$ cat src/rtl/rtc_host.sv
// rtl/rtc_host.sv - bus initiator that runs RTC snapshot, control-write and clear sequences
//
// Parameters:
//   MAX_RETRY  re-reads allowed after a high-byte mismatch (0 = none)
//   BASE_ADDR  control register address; timer lo/mid/hi at +1/+2/+3
// Ports:
//   clk, reset          system clock, synchronous active-high reset
//   clk_ce              bus-cycle enable; state advances only on enabled edges
//   cmd_valid/ready     command handshake (ready only when idle)
//   cmd_op, cmd_wdata   00 snapshot, 01 write control, 10 clear, 11 reserved
//   rsp_valid/ready     response handshake; exit from response ignores clk_ce
//   rsp_time            {hi,mid,lo} of the last snapshot
//   rsp_enabled         control bit 0 captured by the last snapshot
//   rsp_error           retries exhausted or reserved op
//   bus_address_out     byte address, zero outside bus states
//   bus_data_out        write data, zero outside write states
//   bus_write           write strobe
//   bus_data_in         read data from the addressed peripheral
module rtc_host #(
    parameter int          MAX_RETRY = 3,
    parameter logic [23:0] BASE_ADDR = 24'h2008
) (
    input  logic        clk,
    input  logic        reset,
    input  logic        clk_ce,
    input  logic        cmd_valid,
    output logic        cmd_ready,
    input  logic [1:0]  cmd_op,
    input  logic [1:0]  cmd_wdata,
    output logic        rsp_valid,
    input  logic        rsp_ready,
    output logic [23:0] rsp_time,
    output logic        rsp_enabled,
    output logic        rsp_error,
    output logic [23:0] bus_address_out,
    output logic [7:0]  bus_data_out,
    output logic        bus_write,
    input  logic [7:0]  bus_data_in
);

    localparam int RW = (MAX_RETRY < 1) ? 1 : $clog2(MAX_RETRY + 1);
    localparam logic [RW-1:0] RETRY_LIM = RW'(MAX_RETRY);

    localparam logic [1:0] OP_SNAP = 2'b00;
    localparam logic [1:0] OP_WCTL = 2'b01;
    localparam logic [1:0] OP_CLR  = 2'b10;

    typedef enum logic [3:0] {
        IDLE, RD_CTRL, RD_HI0, RD_MID, RD_LO, RD_HI1,
        WR_A, WR_A_HOLD, WR_B, WR_B_HOLD, RESP
    } state_t;

    state_t         state_q, state_d;
    logic [1:0]     op_q, op_d;
    logic [1:0]     wdata_q, wdata_d;
    logic           en_q, en_d;
    logic [7:0]     hi0_q, hi0_d;
    logic [7:0]     mid_q, mid_d;
    logic [7:0]     lo_q, lo_d;
    logic [RW-1:0]  retry_q, retry_d;
    logic [23:0]    time_q, time_d;
    logic           enabled_q, enabled_d;
    logic           error_q, error_d;

    always_ff @(posedge clk) begin
        if (reset) begin
            state_q   <= IDLE;
            op_q      <= 2'b00;
            wdata_q   <= 2'b00;
            en_q      <= 1'b0;
            hi0_q     <= 8'd0;
            mid_q     <= 8'd0;
            lo_q      <= 8'd0;
            retry_q   <= '0;
            time_q    <= 24'd0;
            enabled_q <= 1'b0;
            error_q   <= 1'b0;
        end else begin
            state_q   <= state_d;
            op_q      <= op_d;
            wdata_q   <= wdata_d;
            en_q      <= en_d;
            hi0_q     <= hi0_d;
            mid_q     <= mid_d;
            lo_q      <= lo_d;
            retry_q   <= retry_d;
            time_q    <= time_d;
            enabled_q <= enabled_d;
            error_q   <= error_d;
        end
    end

    always_comb begin
        state_d         = state_q;
        op_d            = op_q;
        wdata_d         = wdata_q;
        en_d            = en_q;
        hi0_d           = hi0_q;
        mid_d           = mid_q;
        lo_d            = lo_q;
        retry_d         = retry_q;
        time_d          = time_q;
        enabled_d       = enabled_q;
        error_d         = error_q;
        bus_address_out = 24'd0;
        bus_data_out    = 8'd0;
        bus_write       = 1'b0;

        case (state_q)
            IDLE: begin
                if (clk_ce && cmd_valid) begin
                    op_d    = cmd_op;
                    wdata_d = cmd_wdata;
                    error_d = 1'b0;
                    retry_d = '0;
                    case (cmd_op)
                        OP_SNAP: state_d = RD_CTRL;
                        OP_WCTL,
                        OP_CLR:  state_d = WR_A;
                        default: begin
                            error_d = 1'b1;
                            state_d = RESP;
                        end
                    endcase
                end
            end
            RD_CTRL: begin
                bus_address_out = BASE_ADDR;
                if (clk_ce) begin
                    en_d    = bus_data_in[0];
                    state_d = RD_HI0;
                end
            end
            RD_HI0: begin
                bus_address_out = BASE_ADDR + 24'd3;
                if (clk_ce) begin
                    hi0_d   = bus_data_in;
                    state_d = RD_MID;
                end
            end
            RD_MID: begin
                bus_address_out = BASE_ADDR + 24'd2;
                if (clk_ce) begin
                    mid_d   = bus_data_in;
                    state_d = RD_LO;
                end
            end
            RD_LO: begin
                bus_address_out = BASE_ADDR + 24'd1;
                if (clk_ce) begin
                    lo_d    = bus_data_in;
                    state_d = RD_HI1;
                end
            end
            RD_HI1: begin
                bus_address_out = BASE_ADDR + 24'd3;
                if (clk_ce) begin
                    // A changed high byte means mid/lo may belong to either side
                    // of a carry; re-read them against the new high byte.
                    if (bus_data_in != hi0_q && retry_q < RETRY_LIM) begin
                        hi0_d   = bus_data_in;
                        retry_d = retry_q + RW'(1);
                        state_d = RD_MID;
                    end else begin
                        error_d   = (bus_data_in != hi0_q);
                        time_d    = {bus_data_in, mid_q, lo_q};
                        enabled_d = en_q;
                        state_d   = RESP;
                    end
                end
            end
            WR_A, WR_A_HOLD: begin
                bus_address_out = BASE_ADDR;
                bus_data_out    = (op_q == OP_CLR) ? {6'd0, 1'b1, wdata_q[0]} : {6'd0, wdata_q};
                bus_write       = (state_q == WR_A);
                if (clk_ce) begin
                    if (state_q == WR_A)
                        state_d = WR_A_HOLD;
                    else
                        state_d = (op_q == OP_CLR) ? WR_B : RESP;
                end
            end
            WR_B, WR_B_HOLD: begin
                // Second write drops the timer reset bit so it restarts from 0.
                bus_address_out = BASE_ADDR;
                bus_data_out    = {6'd0, 1'b0, wdata_q[0]};
                bus_write       = (state_q == WR_B);
                if (clk_ce)
                    state_d = (state_q == WR_B) ? WR_B_HOLD : RESP;
            end
            RESP: begin
                if (rsp_ready)
                    state_d = IDLE;
            end
            default: state_d = IDLE;
        endcase
    end

    assign cmd_ready   = (state_q == IDLE);
    assign rsp_valid   = (state_q == RESP);
    assign rsp_time    = time_q;
    assign rsp_enabled = enabled_q;
    assign rsp_error   = error_q;

endmodule

$ cat config.mk
export PLATFORM = sky130hd
export DESIGN_NAME = rtc_host
export DESIGN_NICKNAME = d
export VERILOG_FILES = /design/src/rtl/rtc_host.sv
export SDC_FILE = /design/constraint.sdc
export NUM_CORES = 1
export LEC_CHECK = 0
export ABC_AREA = 1
export BUFFER_PORTS_ARGS = -buffer_cell sky130_fd_sc_hd__buf_4
export CAP_MARGIN = 20
export CELL_PAD_IN_SITES_DETAIL_PLACEMENT = 0
export CELL_PAD_IN_SITES_GLOBAL_PLACEMENT = 1
export CORE_AREA = 2 2 151 94
export DETAILED_ROUTE_END_ITERATION = 16
export DIE_AREA = 0 0 153 96
export HOLD_SLACK_MARGIN = 0.02
export PLACE_DENSITY_LB_ADDON = 0.1
export SYNTH_ARGS = -nofsm -noshare
export SYNTH_HDL_FRONTEND = slang
export SYNTH_SLANG_ARGS = --single-unit
$ cat constraint.sdc
create_clock -name clk -period 1.72 [get_ports clk]
set_input_delay 0 -clock clk [delete_from_list [all_inputs] [get_ports clk]]
set_output_delay 0 -clock clk [all_outputs]
set_load 0.01 [all_outputs]
Yosys cells after proc, flatten, opt, wreduce, memory -nomap -nowiden
Index checks and enable logic that the tools add are counted.
{ "totals": {"output_inout_bits": 61, "ff_bits": 61, "elab_cells": 92} }
{ "classes": {"n_reduce_logical": 21, "mux": 32, "add_sub_neg": 1, "bitwise": 1, "magnitude_cmp": 1, "n_eq_ne": 25} }
{ "op_table": {"columns": ["operator", "count"], "rows": [
  ["$pmux W14 S4", 1],
  ["$mux W4", 11],
  ["$pmux W4 S9", 1],
  ["$mux W8", 3],
  ["$ne A2 B2 Y1 const B", 9],
  ["$eq A4 B3 Y1 const B", 4],
  ["$pmux W8 S2", 1],
  ["$eq A4 B4 Y1 const B", 3],
  ["$mux W2", 6],
  ["$reduce_and A4 Y1", 3],
  ["$reduce_and A9 Y1", 1],
  ["$eq A4 B2 Y1 const B", 2],
  ["$ne A8 B8 Y1", 1],
  ["$pmux W2 S2", 2],
  ["$pmux W4 S2", 1],
  ["$reduce_and A2 Y1", 4],
  ["$reduce_or A2 Y1", 4],
  ["$reduce_or A5 Y1", 1],
  ["$eq A2 B2 Y1 const B", 2],
  ["$eq A4 B1 Y1 const B", 1],
  ["$logic_not A4 Y1", 1],
  ["$mux W1", 4],
  ["$ne A2 B1 Y1 const B", 2],
  ["$pmux W1 S2", 2],
  ["other kinds (9)", 11]
]} }

Logic depth before layout (Yosys ltp)
Gate-level depths: netlist of the first run.
{ "logic_depth": {"ltp_word": 5, "ltp_mapped": 12} }

Least setup slack after synthesis of the first run
Ideal clock, no wire load.
{ "synth_path": {"path_kind": "reg2reg", "from": "reg state_q[3]", "to": "reg state_q[0]", "period_less_slack_ns": 1.362, "setup_slack_ns": 0.358, "required_time_ns": 1.588, "t_arrival_ns": 1.230, "setup_ns": 0.132, "stages_incl_launch_ff": 11, "path_cell_list": "dfxtp_1 -> inv_1 -> nand2_1 -> nor2_4 -> inv_2 -> nand2_4 -> nor2_4 -> nor2_4 -> inv_2 -> nand2_1 -> a21oi_1"} }
{ "synth_via": {"word_cells_on_any_way": 28, "classes_between": "eq/ne (19); mux (5); reduce/logical (4)"} }
{ "synth_rtl": {"columns": ["element", "line_no", "source"], "rows": [
  ["from (decl)", "53", "state_t state_q, state_d;"],
  ["from (signal assigned)", "79", "state_q <= state_d;"],
  ["$logic_not A4 Y1 (*)", null, null],
  ["via cmd_ready", "27", "output logic cmd_ready,"],
  ["$ne A2 B1 Y1 (no line)", null, null],
  ["$reduce_and A9 Y1 (no line)", null, null]
]} }
The timed path passes the listed nets; every way through them passes the cells marked *. The select of a mux whose other input is x is not followed.
A chain may end at the register's enable or synchronous reset.

Worst setup path after layout of the first run
{ "layout_path": {"from": "in bus_data_in[3]", "to": "reg state_q[3]"} }
{ "layout_via": {"elab_chain_cells": 5} }
{ "layout_rtl": {"columns": ["element", "line_no", "source"], "rows": [
  ["from (decl)", "38", "input logic [7:0] bus_data_in"],
  ["$ne A8 B8 Y1", "160", "if (bus_data_in != hi0_q && retry_q < RETRY_LIM) begin"],
  ["$logic_and A1 B1 Y1", "160", null],
  ["$mux W4", "160", null],
  ["$mux W4", "157", "if (clk_ce) begin"],
  ["$pmux W4 S9", "109", "case (state_q)"]
]} }
Every way passes these cells. The select of a mux whose other input is x is not followed.

==> results of run 1 <==
[how the worst max path moves through the flow]
stage,start,to
2_1_floorplan,state_q[3]$_SDFFE_PP0P_,state_q[0]$_SDFFE_PP0P_
3_3_place_gp,state_q[0]$_SDFFE_PP0P_,rsp_error$_SDFFE_PP0P_
3_5_place_dp,hi0_q[3]$_SDFFE_PP0P_,rsp_time[3]$_SDFFE_PP0P_
4_1_cts,bus_data_in[3],rsp_time[3]$_SDFFE_PP0P_
5_1_grt,bus_data_in[3],state_q[3]$_SDFFE_PP0P_
6_report,bus_data_in[3],state_q[3]$_SDFFE_PP0P_
[cells by family (layout without fill, tap and decap cells)]
| kind of cell | Yosys count | after routing | synth area share, % |
|---|---|---|---|
| buffers and inverters | 84 | 131 | 15.34 |
| other | 1 | 26 | 0.1195 |
| AOI/OAI and AO/OA | 78 | 78 | 13.47 |
| and+or+nand+nor | 186 | 189 | 29.45 |
| adders and majority gates | 4 | 4 | 1.594 |
| DFF | 61 | 61 | 38.90 |
| xor gates and xnor gates | 4 | 4 | 1.116 |
[metal layers]
metal  routed length (um)  part of all wire [%]
met1                 5440                    56
met4                   33                  0.34
met3                  519                   5.4
met2                 3693                    38
met5                    0                     0
[worst max-delay path, cell delays in order]
cell and delay (ns):
dlygate4sd3_1 0.53, buf_4 0.17, inv_1 0.07, nand2_1 0.05, nand2_1 0.08, nand2_1 0.07, nor2_2 0.14, nand2_2 0.13
nand2_8 0.16, buf_4 0.13, nand2_1 0.04, nand2_1 0.11, nand2_1 0.07, a21oi_1 0.12
[cell type report]
cell class | count | area (sq um) | share of cell area, %
Clock buffer | 9 | 225.2 | 5.441
Timing Repair Buffer | 79 | 653.1 | 15.78
Clock inverter | 7 | 97.59 | 2.358
Multi-Input combinational cell | 301 | 1588 | 38.36
Tap cell | 175 | 219.0 | 5.290
Inverter | 36 | 135.1 | 3.265
Sequential cell | 61 | 1221 | 29.50
[power by group through the flow]
| stage | registers [mW] | logic [mW] | clock network (mW) |
|---|---|---|---|
| CTS | 1.67 | 1.93 | 2.02 |
| finish | 1.67 | 2.00 | 1.96 |
| detailed placement | 1.70 | 1.89 | 0 |
| global route | 1.70 | 2.22 | 2.08 |
| floorplan | 1.69 | 1.40 | 0 |
| global placement | 1.70 | 1.91 | 0 |
[state kept, by name, summed over array words and instances, names as in the netlist]
| name | cells |
|---|---|
| lo_q | 8 |
| rsp_time | 24 |
| op_q | 2 |
| hi0_q | 8 |
| retry_q | 2 |
| mid_q | 8 |
| en_q | 1 |
| wdata_q | 2 |
| rsp_enabled | 1 |
| state_q | 4 |
| rsp_error | 1 |
[per-stage QoR]
step	cells	hold WS (ns)	util [%]	area [sq um]	setup TNS, ns
after floorplan	443	0.1644	-	3233	0
after global placement	632	0.2929	26.78	3571	0
after detailed placement	632	0.3229	26.78	3571	0
after CTS	660	0.04667	30.10	4014	0
after global routing	668	0.1037	31.03	4139	-0.006009
final	668	0.1037	31.03	4139	0
[synth_stat cells (7+ instances only)]
| cell type | number | area share [%] |
|---|---|---|
| buf_4 | 27 | 6.5 |
| buf_6 | 8 | 2.9 |
| o21ai_0 | 7 | 1.1 |
| clkbuf_1 | 9 | 1.1 |
| nand4_1 | 25 | 5.0 |
| dfxtp_1 | 61 | 39 |
| nor2_1 | 22 | 2.6 |
| inv_1 | 28 | 3.3 |
| inv_2 | 8 | 0.96 |
| nand3_1 | 30 | 4.8 |
| nand2_1 | 91 | 11 |
| a21oi_1 | 60 | 9.6 |
[what timing repair did]
action	CTS	global route
hold buffers	12	0
pin swaps	0	5
buffers inserted	0	4
gates resized for setup	1	7
endpoints found under the setup margin	2	28
gates cloned	0	4
hold endpoints to repair	25	0
==> impl_metrics.json, run 1 <==
{
  "core_sq_um": 13340,
  "total_power_mw": 5.627,
  "met1_usage_pct": 19.46,
  "wl_per_cell_um": 14.50,
  "start_util_pct": 23.54,
  "cts_sinks": 61,
  "cp-end-kind": "register",
  "p_comb_share_pct": 35.5,
  "drv_cap": 0,
  "status": "complete, no violations",
  "die-width_um": 153,
  "min_period_ns": 1.612,
  "dr.pass1.iters": 5,
  "power_frac_seq_pct": 29.7,
  "nFillCells": 1461,
  "p_leak_nw": 1.681,
  "ios": 78,
  "most-common-layout-cells": "nand2_1, buf_4, dfxtp_1",
  "crit_type": "in2reg",
  "synthesis.area_sq_um": 3139,
  "ant_nets": 0,
  "syn2layout_area_growth_pct": 31.85,
  "global_route.usage.met3_pct": 3.872,
  "diodes": 0,
  "wirelength_um": 9686,
  "required_ns": 1.97,
  "vias": 2857,
  "grt_pass1_vias": 2467,
  "tightest_slew_ns": 0.5339,
  "crit_fanout": 8,
  "synth_cells": 418,
  "die_area_sq_um": 14690,
  "finalCritPeriodShare_pct": 93.73,
  "hold_path_startpoint": "clk_ce",
  "synth_flop_cell": "dfxtp_1",
  "grt_pass1_wl_um": 13890,
  "layout_commonest_cell": "nand2_1",
  "dieHeight_um": 96,
  "clk_pin_slew_ns": 0.06,
  "grt.met2_usage_pct": 15.96,
  "hold_path_class": "in2reg",
  "rrSetupSlack_ns": 0.15,
  "switching_share_pct": 36.85,
  "reg2reg_from": "state_q[0]$_SDFFE_PP0P_",
  "grt_max_degree": 47,
  "avgSynthCellArea_sq_um": 7.510,
  "drt_iter0_drc": 128,
  "seq_area_frac_synth_pct": 38.90,
  "hold_violations": 0,
  "synth-edff-count": 0,
  "drc": 0,
  "gr-usage-all-layers_pct": 12.47,
  "finalClockSkew_ns": 0.005591,
  "p_per_area_nw_per_um2": 1360,
  "top_usage_layer": "met1",
  "clock_latency_ns": 0.33,
  "cts_root_buffer": "clkbuf_16",
  "final_nets": 509,
  "numPortBuffers": 51,
  "core.rowCount": 33,
  "power_frac_clock_pct": 34.8,
  "hpwlAfterDp_um": 6483,
  "synth_seq_cells": 61,
  "max_freq_mhz": 620.3,
  "rr_worst_depth": 9,
  "cp-start-kind": "input pin",
  "arrival_ns": 1.86,
  "worst_r2r_endpoint": "state_q[0]$_SDFFE_PP0P_",
  "htreeDepth": 3,
  "setup_viol": 0,
  "cts_tree": "built",
  "power.switching_mw": 2.074,
  "ir_worst_vdd_mv": 0.4425,
  "p_int_mw": 3.553,
  "min_to": "lo_q[4]$_SDFFE_PP0P_",
  "worstHoldPathCells": 3,
  "numCtsBuffers": 9,
  "synth_warnings": 0,
  "antenna_found_initial": 0,
  "clock_path_buffers": 2,
  "vias_per_cell": 4.277,
  "pre_cts_slack_ns": 0.1047,
  "overflow": 0,
  "setup_ws_ns": 0.1078,
  "max_slew_margin_pct": 64.37,
  "drive_gt1_share_pct": 23.53,
  "synth.distinct_cells": 32,
  "synthArstFlopShare_pct": 0,
  "maxSlewViolCount": 0,
  "gp_congestion": 0.7690
}
No activity file was read; power rests on OpenSTA's default activity.
==> run 2, diff against run 1 <==
--- a/config.mk
+++ b/config.mk
@@ -15,6 +15,7 @@
 export DIE_AREA = 0 0 153 96
 export HOLD_SLACK_MARGIN = 0.02
 export PLACE_DENSITY_LB_ADDON = 0.1
+export RECOVER_POWER = 50
 export SYNTH_ARGS = -nofsm -noshare
 export SYNTH_HDL_FRONTEND = slang
 export SYNTH_SLANG_ARGS = --single-unit
==> run 2 against run 1 <==
  * Wire length up 0.54%
  * Final cell count stayed put
  * Combinational power hardly changed
  * Cell area decreased by 2.7%
  * Global-route usage stayed put
  * Die area unchanged
  * Core utilization is 0.83 points lower
  * Power shrank 0.41%
  * Clock-buffer cell count unchanged
  * Sequential cell count did not move
  * Highest routed layer unchanged
==> impl_metrics.json, run 2 (synthesized netlist as in run 1, its figures left out) <==
{
  "status": "complete, no violations",
  "tightest_slew_ns": 0.5307,
  "cp-end-kind": "register",
  "gr-usage-all-layers_pct": 12.47,
  "core_sq_um": 13340,
  "max_freq_mhz": 618.6,
  "rrSetupSlack_ns": 0.12,
  "setup_viol": 0,
  "path_common_cell": "nand2_1",
  "finalCritPeriodShare_pct": 93.98,
  "htreeDepth": 3,
  "drive_gt1_share_pct": 17.65,
  "p_comb_share_pct": 35.1,
  "power_frac_seq_pct": 29.8,
  "largest_reg_flops": 24,
  "core.rowCount": 33,
  "worst_r2r_endpoint": "state_q[0]$_SDFFE_PP0P_",
  "dieHeight_um": 96,
  "wirelength_um": 9738,
  "numPortBuffers": 51,
  "max_slew_margin_pct": 64.58,
  "p_per_area_nw_per_um2": 1391,
  "antenna_found_initial": 0,
  "wl_per_cell_um": 14.58,
  "ios": 78,
  "overflow": 0,
  "ir_worst_vdd_mv": 0.4432,
  "numCtsBuffers": 9,
  "crit_fanout": 8,
  "grt_pass1_wl_um": 13890,
  "drv_cap": 0,
  "hold_path_startpoint": "clk_ce",
  "diodes": 0,
  "die-width_um": 153,
  "cpPeakStageDelay_ns": 0.53,
  "dp_cells": 632,
  "finalClockSkew_ns": 0.005610,
  "grt.met2_usage_pct": 15.96,
  "clock_latency_ns": 0.33,
  "worstHoldPathCells": 3,
  "arrival_ns": 1.87,
  "start_util_pct": 23.54,
  "final_nets": 509,
  "clk_pin_slew_ns": 0.06,
  "switching_share_pct": 36.82,
  "syn2layout_area_growth_pct": 28.34,
  "ant_nets": 0,
  "die_area_sq_um": 14690,
  "fin_tns_setup_ns": 0,
  "p_int_mw": 3.541,
  "cts_root_buffer": "clkbuf_16",
  "hold_path_class": "in2reg",
  "most-common-layout-cells": "nand2_1, dfxtp_1, a21oi_1",
  "clock_path_buffers": 2,
  "rr_worst_depth": 9,
  "hpwlAfterDp_um": 6483,
  "cts_sinks": 61,
  "worst_path_max_delay_cell": "dlygate4sd3_1",
  "drc": 0,
  "utilization_pct": 30.21,
  "gp_congestion": 0.7690,
  "p_leak_nw": 1.562,
  "maxSlewViolCount": 0,
  "global_route.usage.met3_pct": 3.872,
  "vias": 2882,
  "vias_per_cell": 4.314,
  "min_to": "lo_q[4]$_SDFFE_PP0P_",
  "worstPathCellList": "dlygate4sd3_1 > buf_4 > inv_1 > nand2_1 > nand2_1 > nand2_1 > nor2_2 > nand2_2 > nand2_8 > buf_4 > nand2_1 > nand2_1 > nand2_1 > a21oi_1",
  "min_period_ns": 1.616,
  "dr.pass1.iters": 4,
  "whs_ns": 0.1066,
  "crit_type": "in2reg",
  "cp-start-kind": "input pin",
  "power_frac_clock_pct": 35.0,
  "hold_violations": 0,
  "met1_usage_pct": 19.46,
  "power.switching_mw": 2.063,
  "stdcell_count": 668,
  "nFillCells": 1474,
  "reg2reg_from": "state_q[0]$_SDFFE_PP0P_",
  "drt_iter0_drc": 138,
  "grt_max_degree": 47,
  "cts_tree": "built",
  "cp_top_family": "buffers and inverters",
  "required_ns": 1.97,
  "top_usage_layer": "met1",
  "grt_pass1_vias": 2467,
  "layout_commonest_cell": "nand2_1",
  "critPathBufInv": 4
}
-- run 2: layout make-up --
class	instances	area, sq um	area share (%)
well taps	175	219.0	5.435
clock buffers	9	225.2	5.590
clock inverters	7	97.59	2.422
inverters	36	135.1	3.354
repair buffers	79	551.8	13.70
multi-input cells	301	1579	39.19
flip-flops and latches	61	1221	30.31
-- run 2: tightest hold or removal path: cells and delay by family --
kind,cells,cell delay (ns)
AOI/OAI and AO/OA,1,0.06
buffers and inverters,1,0.20
and+or+nand+nor,1,0.11
-- run 2: worst max path at each step --
stage	startpoint	to	slack, ns	cells past startpoint
global route	bus_data_in[3]	state_q[3]$_SDFFE_PP0P_	-0.006	14
global placement	state_q[0]$_SDFFE_PP0P_	rsp_error$_SDFFE_PP0P_	0.13	9
CTS	bus_data_in[3]	rsp_time[3]$_SDFFE_PP0P_	0.03	12
floorplan	state_q[3]$_SDFFE_PP0P_	state_q[0]$_SDFFE_PP0P_	0.36	10
detailed placement	hi0_q[3]$_SDFFE_PP0P_	rsp_time[3]$_SDFFE_PP0P_	0.10	9
finish	bus_data_in[3]	state_q[3]$_SDFFE_PP0P_	0.10	14
-- run 2: power by group through the flow --
stage / clock network [mW] / registers (mW) / logic (mW)
after CTS: 2.02 / 1.67 / 1.93
after detailed placement: 0 / 1.70 / 1.89
after global routing: 2.08 / 1.69 / 2.19
after floorplan: 0 / 1.69 / 1.40
final: 1.96 / 1.67 / 1.97
after global placement: 0 / 1.70 / 1.91
-- run 2: repair_timing --
action                                  in CTS  in global routing
hold buffers                                12                  0
resized for setup                            1                  7
setup buffers                                0                  4
hold endpoints to repair                    25                  0
cloned                                       0                  4
endpoints found under the setup margin       2                 28
pin swaps                                    0                  5
-- run 2: metal layers --
| layer | vias up | share of wire, % |
|---|---|---|
| li1 | 1484 | - |
| met1 | 1333 | 57 |
| met2 | 63 | 38 |
| met3 | 2 | 4.9 |
| met4 | 0 | 0.34 |
| met5 | - | 0 |
-- run 2: metrics by stage --
stage | total power [mW] | worst slack (ns) | instance area, sq um
CTS | 5.613 | 0.02780 | 4014
finish | 5.604 | 0.1036 | 4029
global placement | 3.614 | 0.1253 | 3571
global route | 5.964 | -0.005993 | 4029
detailed placement | 3.596 | 0.1047 | 3571
floorplan | 3.086 | 0.3582 | 3233
==> run 3, diff against run 2 <==
--- a/config.mk
+++ b/config.mk
@@ -10,12 +10,12 @@
 export CAP_MARGIN = 20
 export CELL_PAD_IN_SITES_DETAIL_PLACEMENT = 0
 export CELL_PAD_IN_SITES_GLOBAL_PLACEMENT = 1
-export CORE_AREA = 2 2 151 94
+export CORE_AREA = 2 2 118 120
 export DETAILED_ROUTE_END_ITERATION = 16
-export DIE_AREA = 0 0 153 96
+export DIE_AREA = 0 0 120 122
 export HOLD_SLACK_MARGIN = 0.02
 export PLACE_DENSITY_LB_ADDON = 0.1
-export RECOVER_POWER = 50
+export RECOVER_POWER = 100
 export SYNTH_ARGS = -nofsm -noshare
 export SYNTH_HDL_FRONTEND = slang
 export SYNTH_SLANG_ARGS = --single-unit
==> run 3 against run 2 <==
  * Power is 3.0% lower
  * Core utilization is 1.2 points lower
  * Clock-buffer cell count is 2 higher
  * Largest power group is now the clock network
==> impl_metrics.json, run 3 (synthesized netlist as in run 1, its figures left out) <==
{
  "crit_fanout": 4,
  "stdcell_count": 665,
  "max_freq_mhz": 623.3,
  "status": "complete, no violations",
  "core_sq_um": 13500,
  "final_nets": 502,
  "htreeDepth": 3,
  "top_usage_layer": "met2",
  "global_route.usage.met3_pct": 2.247,
  "cts_sinks": 61,
  "numPortBuffers": 51,
  "hold_path_startpoint": "reset",
  "cp-start-kind": "register",
  "wl_per_cell_um": 13.75,
  "gr-usage-all-layers_pct": 12.55,
  "start_util_pct": 23.25,
  "wirelength_um": 9146,
  "required_ns": 1.72,
  "rsz0062_at_grt": "false",
  "drv_cap": 0,
  "grt.met2_usage_pct": 18.96,
  "worstHoldPathCells": 2,
  "grt_pass1_wl_um": 14190,
  "p_per_area_nw_per_um2": 1389,
  "p_leak_nw": 1.508,
  "overflow": 0,
  "clock_path_buffers": 2,
  "diodes": 0,
  "dieHeight_um": 122,
  "vias_per_cell": 4.275,
  "grt_pass1_vias": 2673,
  "clk_pin_slew_ns": 0.05,
  "dp_cells": 637,
  "nFillCells": 1487,
  "min_to": "state_q[3]$_SDFFE_PP0P_",
  "hpwlAfterDp_um": 6098,
  "crit_type": "reg2out",
  "grt_max_degree": 28,
  "reg2reg_from": "state_q[2]$_SDFFE_PP0P_",
  "die-width_um": 120,
  "cts_tree": "built",
  "layout_commonest_cell": "nand2_1",
  "drive_gt1_share_pct": 15.88,
  "worst_r2r_endpoint": "retry_q[0]$_SDFFE_PP0P_",
  "finalCritPeriodShare_pct": 93.28,
  "antenna_found_initial": 0,
  "pre_cts_slack_ns": 0.1374,
  "maxSlewViolCount": 0,
  "setup_ws_ns": 0.1157,
  "die_area_sq_um": 14640,
  "met1_usage_pct": 17.33,
  "cts_root_buffer": "clkbuf_16",
  "dr.pass1.iters": 4,
  "core.rowCount": 43,
  "ios": 78,
  "setup_viol": 0,
  "ant_nets": 0,
  "gp_congestion": 0.7516,
  "min_period_ns": 1.604,
  "ir_worst_vdd_mv": 0.4166,
  "drt_iter0_drc": 148,
  "clock_latency_ns": 0.33,
  "finalClockSkew_ns": 0.005389,
  "rrSetupSlack_ns": 0.12,
  "utilization_pct": 28.98,
  "fin_tns_setup_ns": 0,
  "vias": 2843,
  "rr_worst_depth": 9,
  "hold_violations": 0,
  "most-common-layout-cells": "nand2_1, dfxtp_1, a21oi_1",
  "numCtsBuffers": 9,
  "cp-end-kind": "output port",
  "arrival_ns": 1.60,
  "hold_path_class": "in2reg",
  "drc": 0,
  "largest_reg_flops": 24,
  "syn2layout_area_growth_pct": 24.67
}
## run 3: worst max path at each step
stage                                          end                     from  cells after the start  slack (ns)
final                              bus_data_out[0]  state_q[2]$_SDFFE_PP0P_                      7        0.12
after global routing               bus_data_out[0]  state_q[2]$_SDFFE_PP0P_                      7       0.003
after CTS                                bus_write  state_q[3]$_SDFFE_PP0P_                      7        0.02
after detailed placement  rsp_time[8]$_SDFFE_PP0P_  state_q[2]$_SDFFE_PP0P_                      7        0.14
after global placement     state_q[1]$_SDFFE_PP0P_  state_q[3]$_SDFFE_PP0P_                      7        0.14
after floorplan            state_q[0]$_SDFFE_PP0P_  state_q[3]$_SDFFE_PP0P_                     10        0.36
## run 3: per-stage QoR
stage	total power, mW	instance area (sq um)	hold WS, ns
floorplan	3.086	3233	0.1644
global placement	3.598	3577	0.3028
detailed placement	3.570	3577	0.3111
CTS	5.557	4013	0.02561
global route	5.799	3914	0.05902
finish	5.437	3914	0.02971
## run 3: repair_timing
| item | 4_1_cts | 5_1_grt |
|---|---|---|
| endpoints found under the setup margin | 0 | 30 |
| resized for setup | 0 | 9 |
| setup buffers | 0 | 0 |
| hold buffers | 12 | 0 |
| endpoints found under the hold margin | 27 | 0 |
## run 3: per-layer routing
metal	part of all wire, %	vias up
li1	-	1457
met2	44	54
met5	0	-
met4	1.5	0
met3	3.5	10
met1	51	1322
## run 3: report_power, final
part | switching [mW] | internal (mW)
Clock | 0.641 | 1.30
Combinational | 1.19 | 0.647
Sequential | 0.100 | 1.56
Total | 1.93 | 3.51
## run 3: area by class of cell
cell class	instances	area [sq um]	area share [%]
Sequential cell	61	1221	31.20
Timing Repair Buffer	74	485.5	12.40
Clock inverter	4	72.57	1.854
Clock buffer	11	242.7	6.202
Inverter	36	135.1	3.453
Multi-Input combinational cell	299	1531	39.13
Tap cell	180	225.2	5.754
## run 3: critical path: stages, from the launching register on
cell,delay [ns]
dfxtp_1,0.37
inv_2,0.06
nor2_2,0.15
nand2_1,0.14
o21ai_1,0.18
inv_1,0.12
nor2_1,0.10
clkbuf_1,0.15
